==> config.mk <==
export PLATFORM = sky130hd
export DESIGN_NAME = lsu_mem_master
export DESIGN_NICKNAME = d
export VERILOG_FILES = /design/src/rtl/lsu_mem_master.sv
export SDC_FILE = /design/constraint.sdc
export NUM_CORES = 1
export LEC_CHECK = 0
export ABC_AREA = 1
export CAP_MARGIN = 20
export CORE_ASPECT_RATIO = 1.1
export CORE_MARGIN = 4
export CORE_UTILIZATION = 44
export CTS_CLUSTER_SIZE = 10
export DETAILED_ROUTE_END_ITERATION = 16
export PLACE_DENSITY_LB_ADDON = 0.15
export SETUP_SLACK_MARGIN = 0.4
export SLEW_MARGIN = 20
export SYNTH_ARGS = -nofsm -noshare
export SYNTH_HDL_FRONTEND = slang
export SYNTH_SLANG_ARGS = --single-unit
export TNS_END_PERCENT = 50
==> constraint.sdc <==
create_clock -name i_clk -period 2 [get_ports i_clk]
set_input_delay 0.3 -clock i_clk [delete_from_list [all_inputs] [get_ports i_clk]]
set_output_delay 0.3 -clock i_clk [all_outputs]
set_load 0.01 [all_outputs]
==> src/rtl/lsu_mem_master.sv <==
// lsu_mem_master -- load/store unit master toward a byte-addressed data memory.
//
// Takes one load/store request at a time from the pipeline, runs it against a
// single-port data memory (combinational read, clocked write with byte/half
// select) and returns one response pulse. A misaligned half or word can either
// be split into byte beats (SPLIT_MISALIGNED=1) or rejected with an error
// (SPLIT_MISALIGNED=0). Every state update is gated by i_clk_enable, which the
// data memory also uses.
//
// Ports
//   i_clk, i_rst_n      clock, asynchronous active-low reset
//   i_clk_enable        global advance enable
//   i_req_*/o_req_ready request handshake (we, size, unsigned, addr, wdata)
//   o_busy              pipeline stall, high whenever not IDLE
//   o_rsp_valid/rdata/err  one-cycle completion with extended load data
//   o_mem_*, o_store_*  memory address, write data and write strobes
//   i_mem_data          memory read data, [7:0] = byte at o_mem_addr

// One byte lane of the load assembly register. The lane takes the whole-word
// byte on an aligned beat, or the beat byte (always read data [7:0]) when the
// current split beat targets this lane. o_next is the value the lane will hold
// after this edge, so the response can be built in the same edge as the last
// capture.
module lsu_asm_lane (
  input  logic       i_clk,
  input  logic       i_rst_n,
  input  logic       i_en,
  input  logic       i_clr,
  input  logic       i_cap,
  input  logic       i_split,
  input  logic [7:0] i_word_byte,
  input  logic [7:0] i_beat_byte,
  output logic [7:0] o_next
);
  logic [7:0] r_q;

  always_comb begin
    o_next = r_q;
    if (i_clr)      o_next = '0;
    else if (i_cap) o_next = i_split ? i_beat_byte : i_word_byte;
  end

  always_ff @(posedge i_clk or negedge i_rst_n) begin
    if (!i_rst_n)  r_q <= '0;
    else if (i_en) r_q <= o_next;
  end
endmodule

module lsu_mem_master #(
  parameter int SPLIT_MISALIGNED = 1
) (
  input  logic        i_clk,
  input  logic        i_rst_n,
  input  logic        i_clk_enable,
  input  logic        i_req_valid,
  output logic        o_req_ready,
  input  logic        i_req_we,
  input  logic [1:0]  i_req_size,
  input  logic        i_req_unsigned,
  input  logic [31:0] i_req_addr,
  input  logic [31:0] i_req_wdata,
  output logic        o_busy,
  output logic        o_rsp_valid,
  output logic [31:0] o_rsp_rdata,
  output logic        o_rsp_err,
  output logic        o_mem_write,
  output logic [31:0] o_mem_addr,
  output logic [31:0] o_mem_data,
  output logic        o_store_byte,
  output logic        o_store_half,
  input  logic [31:0] i_mem_data
);
  localparam int NUM_LANES = 4;
  localparam int LANE_W    = 8;

  localparam logic [1:0] S_IDLE = 2'd0;
  localparam logic [1:0] S_XFER = 2'd1;
  localparam logic [1:0] S_RESP = 2'd2;

  localparam logic [1:0] SZ_BYTE = 2'b00;
  localparam logic [1:0] SZ_HALF = 2'b01;
  localparam logic [1:0] SZ_WORD = 2'b10;
  localparam logic [1:0] SZ_BAD  = 2'b11;

  typedef struct packed {
    logic        we;
    logic [1:0]  size;
    logic        uns;
    logic        split;
    logic [31:0] addr;
    logic [31:0] wdata;
  } req_t;

  logic [1:0] r_state;
  logic [1:0] r_beat;
  req_t       r_req;

  logic       w_idle, w_xfer, w_accept;
  logic       w_misal, w_req_err, w_last, w_ld;
  logic [7:0] w_beat_byte;
  logic [31:0] w_asm, w_ext;
  logic [NUM_LANES-1:0][LANE_W-1:0] w_lane_next;

  assign w_idle   = (r_state == S_IDLE);
  assign w_xfer   = (r_state == S_XFER);
  assign w_accept = i_clk_enable && i_req_valid && w_idle;

  // Request classification from the live request fields.
  always_comb begin
    w_misal = ((i_req_size == SZ_HALF) && i_req_addr[0]) ||
              ((i_req_size == SZ_WORD) && (i_req_addr[1:0] != 2'b00));
    w_req_err = (i_req_size == SZ_BAD) || (w_misal && (SPLIT_MISALIGNED == 0));
  end

  // Final beat: aligned requests take one beat, split half two, split word four.
  always_comb begin
    if (!r_req.split)               w_last = 1'b1;
    else if (r_req.size == SZ_HALF) w_last = (r_beat == 2'd1);
    else                            w_last = (r_beat == 2'd3);
  end

  assign o_req_ready = w_idle;
  assign o_busy      = !w_idle;
  assign o_rsp_valid = (r_state == S_RESP);

  // Memory side. Address wraps naturally in 32 bits.
  assign o_mem_addr   = r_req.addr + {30'd0, r_beat};
  assign w_beat_byte  = r_req.wdata[{r_beat, 3'b000} +: 8];
  assign o_mem_data   = r_req.split ? {24'd0, w_beat_byte} : r_req.wdata;
  assign o_mem_write  = w_xfer && r_req.we;
  assign o_store_byte = w_xfer && (r_req.split || (r_req.size == SZ_BYTE));
  assign o_store_half = w_xfer && !r_req.split && (r_req.size == SZ_HALF);

  // Load assembly register, one lane per byte.
  assign w_ld = w_xfer && !r_req.we;

  for (genvar g = 0; g < NUM_LANES; g++) begin : g_lane
    lsu_asm_lane u_lane (
      .i_clk       (i_clk),
      .i_rst_n     (i_rst_n),
      .i_en        (i_clk_enable),
      .i_clr       (w_accept),
      .i_cap       (w_ld && (!r_req.split || (r_beat == 2'(g)))),
      .i_split     (r_req.split),
      .i_word_byte (i_mem_data[g*LANE_W +: LANE_W]),
      .i_beat_byte (i_mem_data[LANE_W-1:0]),
      .o_next      (w_lane_next[g])
    );
  end

  assign w_asm = w_lane_next;

  // Sign/zero extension of the assembled value.
  always_comb begin
    case (r_req.size)
      SZ_BYTE: w_ext = {{24{w_asm[7]  & ~r_req.uns}}, w_asm[7:0]};
      SZ_HALF: w_ext = {{16{w_asm[15] & ~r_req.uns}}, w_asm[15:0]};
      default: w_ext = w_asm;
    endcase
  end

  always_ff @(posedge i_clk or negedge i_rst_n) begin
    if (!i_rst_n) begin
      r_state     <= S_IDLE;
      r_beat      <= 2'd0;
      r_req       <= '0;
      o_rsp_rdata <= 32'd0;
      o_rsp_err   <= 1'b0;
    end else if (i_clk_enable) begin
      case (r_state)
        S_IDLE: begin
          if (i_req_valid) begin
            r_req.we    <= i_req_we;
            r_req.size  <= i_req_size;
            r_req.uns   <= i_req_unsigned;
            r_req.split <= w_misal;
            r_req.addr  <= i_req_addr;
            r_req.wdata <= i_req_wdata;
            r_beat      <= 2'd0;
            o_rsp_rdata <= 32'd0;
            o_rsp_err   <= w_req_err;
            // Errors skip the memory entirely and respond next cycle.
            r_state     <= w_req_err ? S_RESP : S_XFER;
          end
        end
        S_XFER: begin
          if (w_last) begin
            r_beat      <= 2'd0;
            o_rsp_rdata <= r_req.we ? 32'd0 : w_ext;
            r_state     <= S_RESP;
          end else begin
            r_beat <= r_beat + 2'd1;
          end
        end
        S_RESP: begin
          o_rsp_rdata <= 32'd0;
          o_rsp_err   <= 1'b0;
          r_state     <= S_IDLE;
        end
        default: r_state <= S_IDLE;
      endcase
    end
  end
endmodule

==> out/summary.txt <==
Starting Density: 44.88%
Deepest level of the CTS H-tree: 4
Length of the first detailed-routing pass in iterations: 5
Mean area per synthesized cell: 7.177 um2
Sink Count: 138
Placed cell count: 1549
Worst hold slack across all endpoints: 0.3850 ns
Synthesized-area fraction occupied by ao, oa, aoi and oai cells: 10.57%
Relative max-transition margin: 69.19%
Area added between synthesis and finish: 66.74%
MaxCap Viol Count: 0
Data required time of the worst path: 1.70 ns
Number of antenna violations at the first check in global routing: 1
Final RePlAce weighted congestion: 0.8952
Vias in the first global route: 8219
Clock latency of the later-clocked register in the worst-skew pair: 0.42 ns
VDD IR max: 0.9097 mV
Global-route usage over all layers: 26.54%
Main combinational cell family by area after synthesis: simple AND/OR/NAND/NOR gates
Sequential cell area fraction in the yosys report: 45.22%
Number of non-filler instances in the completed layout: 1648
Least setup slack across all paths after layout: -0.5399 ns
RSZ-0062 raised after global routing: true
Ratio of total power to cell area: 1473 nW/um2
Arithmetic-cell share of the synthesized area counting full adders, half adders and majority gates: 1.245%
Antenna fix cells: 0
Pre-CTS setup slack: -0.4800 ns
Wirelength, routed: 27910 um
Number of register bits inferred by synthesis: 138
Area of placed instances: 10720 um2
Area share of and/or/nand/nor cells after synthesis: 30.31%
Fraction of layout cells with a size suffix above 1: 31.54%
Leading register cell type out of synthesis: dfrtp_1
Global-route wire length before repair: 41500 um
Most common library cell in the layout ignoring fill and taps: nand2_1
Count of different cell masters after synthesis: 36
Class of the worst hold path: in2async
Share of the synthesized area in the top cell type: 45.22%
Final number of max-transition violations: 0
Die outline height: 146.2 um
IO Pins: 207
Area of the die: 19530 um2
Iteration-0 DRC Markers: 623
Global-route congestion overflow total: 0
Count of final setup violators: 86
Final routed wire length divided by cell count: 16.93 um
Total power consumption of the routed design: 0.01875 W
Post-route DRC: 0
Synth Area in XOR/XNOR: 3.212%
Post-detailed-route count of antenna-violating nets: 0
CTS buffer count: 17
TritonCTS clock tree: done
Via count: 8423
Final cycle utilization of the critical path: 127.0%
Sort of element at the start of the critical path: flop
Largest clock skew in the final design: 0.01319 ns
Final hold violation count: 0
Yosys Warn Count: 0
Crit Path Category: reg2out
Arrival time worst endpoint: 2.24 ns
Buffer levels on the longest clock path: 2
Worst slew pin tran: 0.4621 ns
CP endpoint kind: output port
EDFF count, synth: 0
Core Region: 17020 um2
Status: finished with violations
Cell count of the worst reg-to-reg path: 18
Proportion of synthesized area in mux cells: 0%
Fraction of registers with async set or reset after synthesis: 100.0%
Master cell of the clock root buffer: clkbuf_16
Via density per instance: 5.111
Leading post-synthesis cells by cell area: dfrtp_1, nand2_1, o21ai_0
Cells after Synth: 1064
Highest-count cells in the layout ignoring fill and taps: nand2_1, dfrtp_1, clkdlybuf4s50_1
Number of nets at the end of the flow: 1512
Leakage: 6.290 nW
Clock period minus final worst setup slack: 2.540 ns
Core Rows: 50
Die width: 133.6 um
Maximum number of pins on one net before global-route repair: 44
Most area-hungry cell type in the Yosys netlist: dfrtp_1
Max Freq: 0.3937 GHz
Count of input and output buffers: 206
Post-detailed-placement half-perimeter wirelength: 17560 um
Synthesized net count: 1175
Netlist area before placement: 7636 um2
Final design instance area without fill: 12730 um2
Post-CTS clock slew at the launch and capture registers of the worst setup and hold paths: 0.06 ns
Violated checks: negative setup slack
Maximum fanout encountered on the critical timing path: 3
FF-to-FF setup slack: -0.28 ns
Startpoint of the worst register-to-register path: r_beat[0]$_DFFE_PN0P_
Reg2Reg Capture Point: o_rsp_rdata[18]$_DFFE_PN0P_
[power breakdown]
part	switching [W]	internal (W)	leakage, nW	total (W)
logic	0.00588	0.00487	4.24	0.0107
clock network	0.00125	0.00193	0.278	0.00318
registers	0.000808	0.00402	1.77	0.00483
total	0.00793	0.0108	6.29	0.0188
[cell type report]
| cell class | count | area, um2 |
|---|---|---|
| repair buffers | 363 | 3442 |
| clock buffers | 22 | 474.2 |
| multi-input cells | 749 | 4419 |
| inverters | 132 | 529.3 |
| flip-flops and latches | 138 | 3457 |
| well taps | 234 | 292.8 |
| fillers | 1217 | 4284 |
| clock inverters | 10 | 117.6 |
[state kept, by name, summed over array words and instances (netlist names)]
register and cells:
r_state 2, r_beat 2, o_rsp_err 1, g_lane.u_lane.r_q 32, o_rsp_rdata 32, r_req 69
[worst max path at each step]
stage	startpoint	cells after the start	slack, ns	endpoint
floorplan	r_beat[0]$_DFFE_PN0P_	9	0.002	o_mem_addr[24]
global placement	r_req[32]$_DFFE_PN0P_	8	-0.45	o_mem_addr[28]
detailed placement	r_beat[0]$_DFFE_PN0P_	8	-0.48	o_mem_addr[28]
CTS	r_req[32]$_DFFE_PN0P_	10	-0.46	o_mem_addr[24]
global route	r_beat[0]$_DFFE_PN0P_	10	-0.64	o_mem_addr[24]
finish	r_beat[0]$_DFFE_PN0P_	10	-0.54	o_mem_addr[16]
[Yosys cell counts, types with 8 or more instances]
cell	count
nand2_1	402
dfrtp_1	138
inv_1	125
o21ai_0	123
nor2_1	60
nand3_1	53
a21oi_1	22
buf_2	21
xor2_1	20
clkbuf_1	18
nand4_1	12
nor3_1	11
o21ai_1	10
xnor2_1	8
[through the flow]
step,setup TNS [ns],util (%)
after floorplan,0,-
after global placement,-11.30,63.02
after detailed placement,-12.56,63.02
after CTS,-15.99,70.21
after global routing,-34.40,74.82
final,-24.61,74.82
[metal layers]
layer  up-vias  track usage [%]  share of wire, %
met3        83            7.512               7.6
li1       4017                -                 -
met2       366            43.65                48
met5         -                0             0.043
met1      3955            33.68                40
met4         2            9.208               4.0
[cells by family (layout without fill, tap and decap cells)]
family          after synthesis  after routing
flops                       138            138
buf+inv                     178            527
simple gates                554            555
xor+xnor                     28             28
fa+ha+maj                     7              7
compound gates              159            159
[critical path: stages, from the launching register on]
cell     delay, ns
dfrtp_1       0.39
ha_4          0.16
fa_2          0.24
nand3_4       0.11
nor2_4        0.20
nand2_4       0.07
nor2_4        0.15
nand2_2       0.07
buf_4         0.14
xor2_1        0.14
buf_2         0.15
[timing repair]
item,CTS,global route
buffers inserted,36,25
setup endpoints to repair,198,210
pin swaps,40,55
cloned,4,1
endpoints found under the hold margin,38,0
gates resized for setup,441,151
hold buffers,1,0
Power figures use the tool's default switching activity.
